## src/rtl/shift_seq_ctrl_pkg.sv

```systemverilog
// rtl/shift_seq_ctrl_pkg.sv - shared encodings for the shift register sequencing controller
package shift_seq_ctrl_pkg;

  typedef enum logic [1:0] {
    IDLE  = 2'd0,
    SHIFT = 2'd1,
    DONE  = 2'd2
  } state_t;

  localparam logic [1:0] SR_HOLD = 2'd0;
  localparam logic [1:0] SR_SHR  = 2'd1;
  localparam logic [1:0] SR_SHL  = 2'd2;
  localparam logic [1:0] SR_LOAD = 2'd3;

  localparam logic MODE_TX = 1'b0;
  localparam logic MODE_RX = 1'b1;

  function automatic logic [1:0] shift_code(input bit lsb_first);
    return lsb_first ? SR_SHR : SR_SHL;
  endfunction

endpackage

```

## src/rtl/shift_seq_ctrl_if.sv

```systemverilog
// rtl/shift_seq_ctrl_if.sv - parallel-side TX/RX valid/ready bus of the sequencing controller
interface shift_seq_ctrl_if #(
  parameter int N = 8
);

  logic [N-1:0] tx_data;
  logic         tx_valid;
  logic         tx_ready;
  logic [N-1:0] rx_data;
  logic         rx_valid;
  logic         rx_ready;

  modport master (
    output tx_data, tx_valid, rx_ready,
    input  tx_ready, rx_data, rx_valid
  );

  modport slave (
    input  tx_data, tx_valid, rx_ready,
    output tx_ready, rx_data, rx_valid
  );

endinterface

```

## src/rtl/shift_seq_ctrl_bit_counter.sv

```systemverilog
// rtl/shift_seq_ctrl_bit_counter.sv - serial bit counter with clear/enable and last-bit flag
module shift_seq_ctrl_bit_counter #(
  parameter int LIMIT = 8
) (
  input  logic i_clk,
  input  logic i_rst_n,
  input  logic i_clear,
  input  logic i_en,
  output logic o_last
);

  localparam int W = $clog2(LIMIT + 1);

  logic [W-1:0] r_count;

  // clear together with enable counts the current bit, so the counter lands on 1
  always_ff @(posedge i_clk or negedge i_rst_n) begin
    if (!i_rst_n) begin
      r_count <= '0;
    end else if (i_clear) begin
      r_count <= i_en ? W'(1) : '0;
    end else if (i_en) begin
      r_count <= r_count + 1'b1;
    end
  end

  assign o_last = (r_count == W'(LIMIT - 1));

endmodule

```

## src/rtl/shift_seq_ctrl.sv

```systemverilog
// rtl/shift_seq_ctrl.sv - drives a universal shift register as a serializer or deserializer
module shift_seq_ctrl
  import shift_seq_ctrl_pkg::*;
#(
  parameter int N         = 8,
  parameter bit LSB_FIRST = 1'b1
) (
  input  logic                  i_clk,
  input  logic                  i_reset_n,
  input  logic                  i_mode,
  input  logic                  i_bit_tick,
  input  logic                  i_ser_in,
  input  logic [N-1:0]          i_sr_q,
  shift_seq_ctrl_if.slave       bus,
  output logic                  o_ser_out,
  output logic                  o_ser_out_valid,
  output logic                  o_rx_overrun,
  output logic                  o_busy,
  output logic [1:0]            o_sr_ctrl,
  output logic [N-1:0]          o_sr_data
);

  localparam logic [1:0] SH = shift_code(LSB_FIRST);

  state_t       r_state;
  logic         r_mode;

  logic         w_tap;
  logic         w_tx_load;
  logic         w_rx_start;
  logic         w_shift_tick;
  logic         w_last;
  logic         w_tx_ready;
  logic         w_ser_out;
  logic         w_ser_valid;
  logic         w_rx_valid;
  logic         w_overrun;
  logic [N-1:0] w_rx_data;
  logic [1:0]   w_sr_ctrl;
  logic [N-1:0] w_sr_data;

  assign w_tap        = LSB_FIRST ? i_sr_q[0] : i_sr_q[N-1];
  assign w_tx_load    = (r_state == IDLE) && (i_mode == MODE_TX) && bus.tx_valid;
  assign w_rx_start   = (r_state == IDLE) && (i_mode == MODE_RX) && i_bit_tick;
  assign w_shift_tick = (r_state == SHIFT) && i_bit_tick;

  shift_seq_ctrl_bit_counter #(
    .LIMIT (N)
  ) u_bit_counter (
    .i_clk   (i_clk),
    .i_rst_n (i_reset_n),
    .i_clear (w_tx_load | w_rx_start),
    .i_en    (w_rx_start | w_shift_tick),
    .o_last  (w_last)
  );

  // r_mode freezes the direction for the whole word; i_mode only matters in IDLE
  always_ff @(posedge i_clk or negedge i_reset_n) begin
    if (!i_reset_n) begin
      r_state <= IDLE;
      r_mode  <= MODE_TX;
    end else begin
      case (r_state)
        IDLE: begin
          if (w_tx_load) begin
            r_state <= SHIFT;
            r_mode  <= MODE_TX;
          end else if (w_rx_start) begin
            r_state <= SHIFT;
            r_mode  <= MODE_RX;
          end
        end
        SHIFT: begin
          if (i_bit_tick && w_last) begin
            r_state <= (r_mode == MODE_RX) ? DONE : IDLE;
          end
        end
        DONE: begin
          if (bus.rx_ready) begin
            r_state <= IDLE;
          end
        end
        default: r_state <= IDLE;
      endcase
    end
  end

  always_comb begin
    w_sr_ctrl   = SR_HOLD;
    w_sr_data   = '0;
    w_tx_ready  = 1'b0;
    w_ser_out   = 1'b0;
    w_ser_valid = 1'b0;
    w_rx_valid  = 1'b0;
    w_rx_data   = '0;
    w_overrun   = 1'b0;
    case (r_state)
      IDLE: begin
        if (i_mode == MODE_TX) begin
          w_tx_ready = 1'b1;
          if (bus.tx_valid) begin
            w_sr_ctrl = SR_LOAD;
            w_sr_data = bus.tx_data;
          end
        end else if (i_bit_tick) begin
          w_sr_ctrl = SH;
          w_sr_data = {N{i_ser_in}};
        end
      end
      SHIFT: begin
        if (r_mode == MODE_TX) begin
          w_ser_valid = 1'b1;
          w_ser_out   = w_tap;
          if (i_bit_tick) begin
            w_sr_ctrl = SH;
          end
        end else if (i_bit_tick) begin
          w_sr_ctrl = SH;
          w_sr_data = {N{i_ser_in}};
        end
      end
      DONE: begin
        w_rx_valid = 1'b1;
        w_rx_data  = i_sr_q;
        w_overrun  = i_bit_tick;
      end
      default: ;
    endcase
  end

  // every output is held at zero for as long as reset is asserted
  assign bus.tx_ready    = w_tx_ready & i_reset_n;
  assign bus.rx_valid    = w_rx_valid & i_reset_n;
  assign bus.rx_data     = w_rx_data & {N{i_reset_n}};
  assign o_ser_out       = w_ser_out & i_reset_n;
  assign o_ser_out_valid = w_ser_valid & i_reset_n;
  assign o_rx_overrun    = w_overrun & i_reset_n;
  assign o_busy          = (r_state != IDLE) & i_reset_n;
  assign o_sr_ctrl       = w_sr_ctrl & {2{i_reset_n}};
  assign o_sr_data       = w_sr_data & {N{i_reset_n}};

endmodule

```

## src/flat_wrapper.sv

```systemverilog
// flat-port wrapper written by rule: the top's interface ports become plain ports
module shift_seq_ctrl_flat import shift_seq_ctrl_pkg::*;
#(
  parameter int N         = 8,
  parameter bit LSB_FIRST = 1'b1
)
  (i_clk, i_reset_n, i_mode, i_bit_tick, i_ser_in, i_sr_q, o_ser_out, o_ser_out_valid, o_rx_overrun, o_busy, o_sr_ctrl, o_sr_data, bus_tx_data, bus_tx_valid, bus_rx_ready, bus_tx_ready, bus_rx_data, bus_rx_valid);
  shift_seq_ctrl_if #(.N(N)) bus_i ();
  input  logic i_clk;
  input  logic i_reset_n;
  input  logic i_mode;
  input  logic i_bit_tick;
  input  logic i_ser_in;
  input  logic [N-1:0] i_sr_q;
  output logic o_ser_out;
  output logic o_ser_out_valid;
  output logic o_rx_overrun;
  output logic o_busy;
  output logic [1:0] o_sr_ctrl;
  output logic [N-1:0] o_sr_data;
  input wire logic [$bits(bus_i.tx_data)-1:0] bus_tx_data;
  input wire logic [$bits(bus_i.tx_valid)-1:0] bus_tx_valid;
  input wire logic [$bits(bus_i.rx_ready)-1:0] bus_rx_ready;
  output wire logic [$bits(bus_i.tx_ready)-1:0] bus_tx_ready;
  output wire logic [$bits(bus_i.rx_data)-1:0] bus_rx_data;
  output wire logic [$bits(bus_i.rx_valid)-1:0] bus_rx_valid;
  assign bus_i.tx_data = bus_tx_data;
  assign bus_i.tx_valid = bus_tx_valid;
  assign bus_i.rx_ready = bus_rx_ready;
  assign bus_tx_ready = bus_i.tx_ready;
  assign bus_rx_data = bus_i.rx_data;
  assign bus_rx_valid = bus_i.rx_valid;
  shift_seq_ctrl #(.N(N), .LSB_FIRST(LSB_FIRST)) u_core (.i_clk(i_clk), .i_reset_n(i_reset_n), .i_mode(i_mode), .i_bit_tick(i_bit_tick), .i_ser_in(i_ser_in), .i_sr_q(i_sr_q), .bus(bus_i), .o_ser_out(o_ser_out), .o_ser_out_valid(o_ser_out_valid), .o_rx_overrun(o_rx_overrun), .o_busy(o_busy), .o_sr_ctrl(o_sr_ctrl), .o_sr_data(o_sr_data));
endmodule
```

## config.mk

```make
export PLATFORM = sky130hd
export DESIGN_NAME = shift_seq_ctrl_flat
export DESIGN_NICKNAME = d
export VERILOG_FILES = /design/src/rtl/shift_seq_ctrl_pkg.sv /design/src/rtl/shift_seq_ctrl_if.sv /design/src/rtl/shift_seq_ctrl_bit_counter.sv /design/src/rtl/shift_seq_ctrl.sv /design/src/flat_wrapper.sv
export SDC_FILE = /design/constraint.sdc
export NUM_CORES = 1
export LEC_CHECK = 0
export BUFFER_PORTS_ARGS = -buffer_cell sky130_fd_sc_hd__buf_2
export CORE_UTILIZATION = 38
export CTS_CLUSTER_DIAMETER = 100
export DETAILED_ROUTE_END_ITERATION = 7
export HOLD_SLACK_MARGIN = 0.05
export PLACE_DENSITY = 0.77
export SETUP_SLACK_MARGIN = 0.05
export SLEW_MARGIN = 10
export SYNTH_ARGS = -nofsm -noshare
export SYNTH_HDL_FRONTEND = slang
export SYNTH_SLANG_ARGS = --single-unit
```

## constraint.sdc

```tcl
create_clock -name i_clk -period 1.8 [get_ports i_clk]
set_clock_uncertainty 0.1 [all_clocks]
set_input_delay 0.36 -clock i_clk [delete_from_list [all_inputs] [get_ports i_clk]]
set_output_delay 0.36 -clock i_clk [all_outputs]
set_load 0.01 [all_outputs]
```

==> results of run 1 <==
[power groups by stage]
| stage | sequential, mW | clock, mW | combinational (mW) |
|---|---|---|---|
| after floorplan | 0.264 | 0 | 0.261 |
| after global placement | 0.279 | 0 | 0.389 |
| after detailed placement | 0.278 | 0 | 0.396 |
| after CTS | 0.283 | 0.140 | 0.445 |
| after global routing | 0.304 | 0.151 | 0.522 |
| final | 0.292 | 0.136 | 0.475 |
[cell usage in the layout (no fill, tap or decap), types with 2 or more instances in the layout]
cell / count
nand2_1: 5
inv_1: 2
clkbuf_4: 3
o21ai_0: 4
dlygate4sd3_1: 2
a21oi_1: 10
o21ai_1: 7
nand3_1: 2
buf_2: 39
nor2_4: 2
and2_1: 4
nor2_1: 3
buf_6: 9
dfrtp_2: 2
nor3_2: 2
dfrtp_1: 5
and2_4: 6
buf_4: 9
[worst register-to-register path, stage by stage, from the launching register on]
cell	delay, ps
dfrtp_1	410
buf_4	160
nand3b_1	200
buf_4	180
or3_1	340
a21oi_1	140
[logic make-up (layout without fill, tap and decap cells)]
| kind of cell | Yosys count | in the layout | synth area share |
|---|---|---|---|
| DFF | 7 | 7 | 0.286 |
| xor gates and xnor gates | 1 | 1 | 0.0143 |
| adders and majority gates | 1 | 1 | 0.0204 |
| buffers and inverters | 7 | 65 | 0.0552 |
| and+or+nand+nor | 35 | 36 | 0.342 |
| AOI/OAI and AO/OA | 29 | 29 | 0.266 |
| muxes | 1 | 1 | 0.0164 |
[path summary, 6_finish.rpt]
| check | startpoint | slack, ps | cells after the start | endpoint |
|---|---|---|---|---|
| min reg2reg | u_core.u_bit_counter.r_count[1] | 460 | 2 | u_core.u_bit_counter.r_count[1] |
| max | u_core.r_state[1] | -100 | 4 | o_sr_data[4] |
| min in group asynchronous | i_reset_n | 520 | 3 | u_core.u_bit_counter.r_count[0] |
| min | bus_rx_ready | 230 | 2 | u_core.r_state[1] |
| max in group asynchronous | i_reset_n | 880 | 3 | u_core.r_mode |
| max reg2reg | u_core.r_state[1] | 200 | 5 | u_core.u_bit_counter.r_count[3] |
[what timing repair did]
| item | 4_1_cts | 5_1_grt |
|---|---|---|
| endpoints found under the setup margin | 21 | 24 |
| pin swaps | 5 | 12 |
| hold endpoints to repair | 7 | 0 |
| resized for setup | 15 | 22 |
| setup buffers | 1 | 1 |
| cloned | 1 | 0 |
| hold buffers | 2 | 0 |
[state kept, by name (all words and copies together) (netlist names)]
| register | flops |
|---|---|
| u_core.r_state | 2 |
| u_core.r_mode | 1 |
| u_core.u_bit_counter.r_count | 4 |
[metal layers]
| metal | vias up | part of all wire | GRT usage | wire length, um |
|---|---|---|---|---|
| li1 | 412 | - | - | - |
| met1 | 368 | 0.39 | 0.247 | 785 |
| met2 | 42 | 0.51 | 0.419 | 1030 |
| met3 | 7 | 0.077 | 0.0733 | 155 |
| met4 | 0 | 0.020 | 0.0938 | 40 |
| met5 | - | 0 | 0 | 0 |
[cell type report]
class                           instances  area [um^2]  area share
Clock buffer                            4         26.3      0.0239
Inverter                                2         7.51     0.00683
Multi-Input combinational cell         68          483       0.440
Sequential cell                         7          178       0.162
Tap cell                               16         20.0      0.0182
Timing Repair Buffer                   59          384       0.350
==> impl_metrics.env, run 1 <==
export IMPL_synth_warnings=0
export IMPL_cts_buffers=3
export IMPL_final_antenna_net_count=0
export IMPL_path_buf_inv=1
export IMPL_pwr_share_seq=0.324
export IMPL_gp_congestion=0.868
export IMPL_finalNonFillerCells=156
export IMPL_synth_common_cells="o21ai_0, a21oi_1, and2_1, dfrtp_1, nand2_1"
export IMPL_grt_start_max_net_pins=11
export IMPL_cts_num_sinks=7
export IMPL_crit_type="reg -> out"
export IMPL_cp_arrival_ps=1440
export IMPL_vias_per_cell=5.31
export IMPL_netlist_area_leader_share=0.286
export IMPL_ir_drop_v=0.000766
export IMPL_clk_latency_ps=250
export IMPL_fin_area_um2=1100
export IMPL_cp_cell_sequence="nand2b_4 -> or3_4 -> o21ai_1 -> buf_2"
export IMPL_min_path_type="in -> reg"
export IMPL_violations="negative setup slack"
export IMPL_cp_max_fo=8
export IMPL_vias=829
export IMPL_layout_setup_ws_ps=-102
export IMPL_nets=165
export IMPL_synth_edf_count=0
export IMPL_start_util=0.406
export IMPL_clkTransAtPathRegs_ps=50
export IMPL_synth_cell_type_count=31
export IMPL_first_global_vias=792
export IMPL_syn_to_final_growth_pct=79.5
export IMPL_clkPwrFrac=0.151
export IMPL_placed_cells=147
export IMPL_setup_viol=19
export IMPL_drive_gt1_frac=0.579
export IMPL_p_leak_nw=0.567
export IMPL_synth_seq_cells=7
export IMPL_hold_ws_ps=229
export IMPL_hold_viol=0
export IMPL_hpwlAfterDp_mm=1.36
export IMPL_first_iter_violations=19
export IMPL_place_area_um2=903
export IMPL_switching_share=0.402
export IMPL_post_route_drc_count=0
export IMPL_netlist_top_cell_by_area="dfrtp_1"
export IMPL_pre_cts_slack_ps=66.9
export IMPL_routed_wl_mm=2.02
export IMPL_die_h_um=42.1
export IMPL_tritoncts="yes"
export IMPL_tns_ps=-1370
export IMPL_antenna_found_initial=0
export IMPL_grt_first_pass_wirelength_mm=3.21
export IMPL_root_buffer="clkbuf_4"
export IMPL_startpoint_type="flop"
export IMPL_comb_power_share=0.525
export IMPL_coreArea_um2=1510
export IMPL_worstPathRequired_ps=1340
export IMPL_synth_flop_cell="dfrtp_1"
export IMPL_intPower_uw=540
export IMPL_syn_nets=105
export IMPL_numPortBuffers=46
export IMPL_nFillCells=111
export IMPL_powerDensity_nw_per_um2=822
export IMPL_period_share=1.06
export IMPL_drv_cap=0
export IMPL_synth_area_top_cells="dfrtp_1, and2_1, o21ai_0"
export IMPL_crit_path_end_kind="output pin"
export IMPL_fin_util=0.729
export IMPL_synth_seq_area_share=0.286
export IMPL_cts_buffer_depth=2
export IMPL_rows=14
export IMPL_max_stage_delay_ps=410
export IMPL_grt_usage=0.231
export IMPL_relSlewSlack=0.737
export IMPL_gr_total_overflow=0
export IMPL_htree_levels=1
export IMPL_synth_most_common_cell="o21ai_0"
export IMPL_wire_per_inst_um=12.9
export IMPL_max_freq_ghz=0.526
export IMPL_slowest_stage="dfrtp_1"
export IMPL_syn_area_um2=612
export IMPL_dieWidth_um=42.1
export IMPL_synth_cells=81
export IMPL_n_antenna_cell=0
export IMPL_status="finished, violations left"
export IMPL_tightestPinTransition_ps=391
export IMPL_slew_violations=0
export IMPL_synth_async_reset_ratio=1.00
export IMPL_io_pins=47
export IMPL_critPathTopFamily="simple AND/OR/NAND/NOR gates"
export IMPL_rsz0062_at_grt="true"
export IMPL_p_sw_uw=363
export IMPL_period_minus_slack_ps=1900
export IMPL_p_total_uw=903
export IMPL_syn_area_per_cell_um2=7.55
export IMPL_drt_pass1_iter_count=4
export IMPL_die_area_um2=1770
Power figures use the tool's default switching activity.
==> run 2, diff against run 1 <==
CORE_UTILIZATION = 25   (was 38)
PLACE_DENSITY = unset   (was 0.77)
==> impl_metrics.env, run 2 (synthesis results as in run 1) <==
export IMPL_startpoint_type="flop"
export IMPL_violations="negative setup slack"
export IMPL_layout_common_cells="buf_2, and2_1, a21oi_1, buf_4, o21ai_1"
export IMPL_cp_max_fo=8
export IMPL_cp_arrival_ps=1450
export IMPL_first_global_vias=702
export IMPL_relSlewSlack=0.743
export IMPL_n_antenna_cell=0
export IMPL_numPortBuffers=46
export IMPL_root_buffer="clkbuf_4"
export IMPL_p_total_uw=866
export IMPL_final_antenna_net_count=0
export IMPL_powerDensity_nw_per_um2=858
export IMPL_ir_drop_v=0.000642
export IMPL_worstRegToRegCells=4
export IMPL_tns_ps=-1260
export IMPL_regArea_um2=176
export IMPL_coreArea_um2=2250
export IMPL_drt_pass1_iter_count=4
export IMPL_clk_latency_ps=250
export IMPL_cp_cell_sequence="nand2b_4 -> or3_4 -> o21ai_1 -> buf_2"
export IMPL_gp_congestion=0.765
export IMPL_place_area_um2=903
export IMPL_cts_buffers=3
export IMPL_start_util=0.271
export IMPL_setup_viol=19
export IMPL_r2r_slack_ps=300
export IMPL_slew_violations=0
export IMPL_gr_total_overflow=0
export IMPL_vias_per_cell=4.92
export IMPL_vias=817
export IMPL_tritoncts="yes"
export IMPL_hpwlAfterDp_mm=1.50
export IMPL_cts_num_sinks=7
export IMPL_syn_to_final_growth_pct=65.0
export IMPL_grt_start_max_net_pins=11
export IMPL_crit_path_end_kind="output pin"
export IMPL_layout_setup_ws_ps=-106
export IMPL_antenna_found_initial=0
export IMPL_period_minus_slack_ps=1910
export IMPL_hold_ws_ps=197
export IMPL_period_share=1.06
export IMPL_max_stage_delay_ps=400
export IMPL_fin_area_um2=1010
export IMPL_multi_input_area_um2=449
export IMPL_clkTransAtPathRegs_ps=50
export IMPL_r2r_start="u_core.r_state[0]"
export IMPL_crit_start="u_core.r_state[1]"
export IMPL_largest_register="u_core.u_bit_counter.r_count"
export IMPL_reg_top3="u_core.u_bit_counter.r_count (4), u_core.r_state (2), u_core.r_mode (1)"
export IMPL_r2r_end="u_core.u_bit_counter.r_count[1]"
export IMPL_die_h_um=51.5
export IMPL_grt_usage=0.155
export IMPL_rows=17
export IMPL_nFillCells=250
export IMPL_io_pins=47
export IMPL_drive_gt1_frac=0.507
export IMPL_routed_wl_mm=2.01
export IMPL_first_iter_violations=14
export IMPL_dieWidth_um=51.5
export IMPL_wire_per_inst_um=12.1
export IMPL_crit_end="o_sr_data[0]"
export IMPL_die_area_um2=2650
export IMPL_max_freq_ghz=0.525
export IMPL_status="finished, violations left"
export IMPL_cts_buffer_depth=2
export IMPL_htree_levels=1
export IMPL_min_path_type="in -> reg"
export IMPL_rsz0062_at_grt="true"
export IMPL_mostFrequentLayoutCell="buf_2"
export IMPL_largest_reg_flops=4
export IMPL_nets=163
export IMPL_post_route_drc_count=0
export IMPL_crit_type="reg -> out"
export IMPL_grt_first_pass_wirelength_mm=3.04
export IMPL_pre_cts_slack_ps=47.0
export IMPL_slowest_stage="dfrtp_1"
export IMPL_hold_viol=0
export IMPL_worstPathRequired_ps=1340
export IMPL_drv_cap=0
export IMPL_tightestPinTransition_ps=383
export IMPL_p_leak_nw=0.536
run 2: metal layers:
metal | global-route usage | vias up | share of wire
met5 | 0 | - | 0
met4 | 0.0270 | 0 | 0.0060
met3 | 0.0387 | 2 | 0.069
met2 | 0.288 | 39 | 0.52
met1 | 0.177 | 373 | 0.40
li1 | - | 403 | -
run 2: through the flow:
| stage | util | cells |
|---|---|---|
| 5_1_grt | 0.448 | 166 |
| 6_report | 0.448 | 166 |
| 4_1_cts | 0.435 | 165 |
| 3_3_place_gp | 0.401 | 157 |
| 3_5_place_dp | 0.401 | 157 |
| 2_1_floorplan | - | 81 |
run 2: timing repair:
item / CTS / global route
endpoints found under the hold margin: 7 / 0
pin swaps: 6 / 1
hold buffers: 1 / 0
resized for setup: 10 / 7
setup endpoints to repair: 21 / 24
setup buffers: 2 / 1
gates cloned: 1 / 0
run 2: how the worst min path moves through the flow:
| stage | slack (ps) | endpoint | cells after the start | start |
|---|---|---|---|---|
| 2_1_floorplan | -40 | u_core.r_mode | 0 | i_reset_n |
| 5_1_grt | 210 | u_core.r_state[1] | 2 | bus_rx_ready |
| 6_report | 200 | u_core.r_state[1] | 2 | bus_rx_ready |
| 3_3_place_gp | 220 | u_core.u_bit_counter.r_count[2] | 2 | i_reset_n |
| 3_5_place_dp | 230 | u_core.u_bit_counter.r_count[1] | 2 | i_reset_n |
| 4_1_cts | 190 | u_core.r_state[1] | 2 | bus_rx_ready |
run 2: worst max-delay path, delay by kind of cell (launching register included):
kind            cells  cell delay (ps)
flops               1              400
simple gates        2              560
buf+inv             1              150
compound gates      1              100
run 2: area by class of cell:
cell class              count  share of cell area
clock buffers               4              0.0260
inverters                   2             0.00743
multi-input cells          68               0.445
flip-flops and latches      7               0.175
well taps                  28              0.0347
repair buffers             57               0.312
run 2: where the power goes:
part / total [mW] / internal (mW) / switching [mW]
clock network: 0.138 / 0.0843 / 0.0534
registers: 0.287 / 0.220 / 0.0666
logic: 0.442 / 0.209 / 0.233
total: 0.866 / 0.513 / 0.353
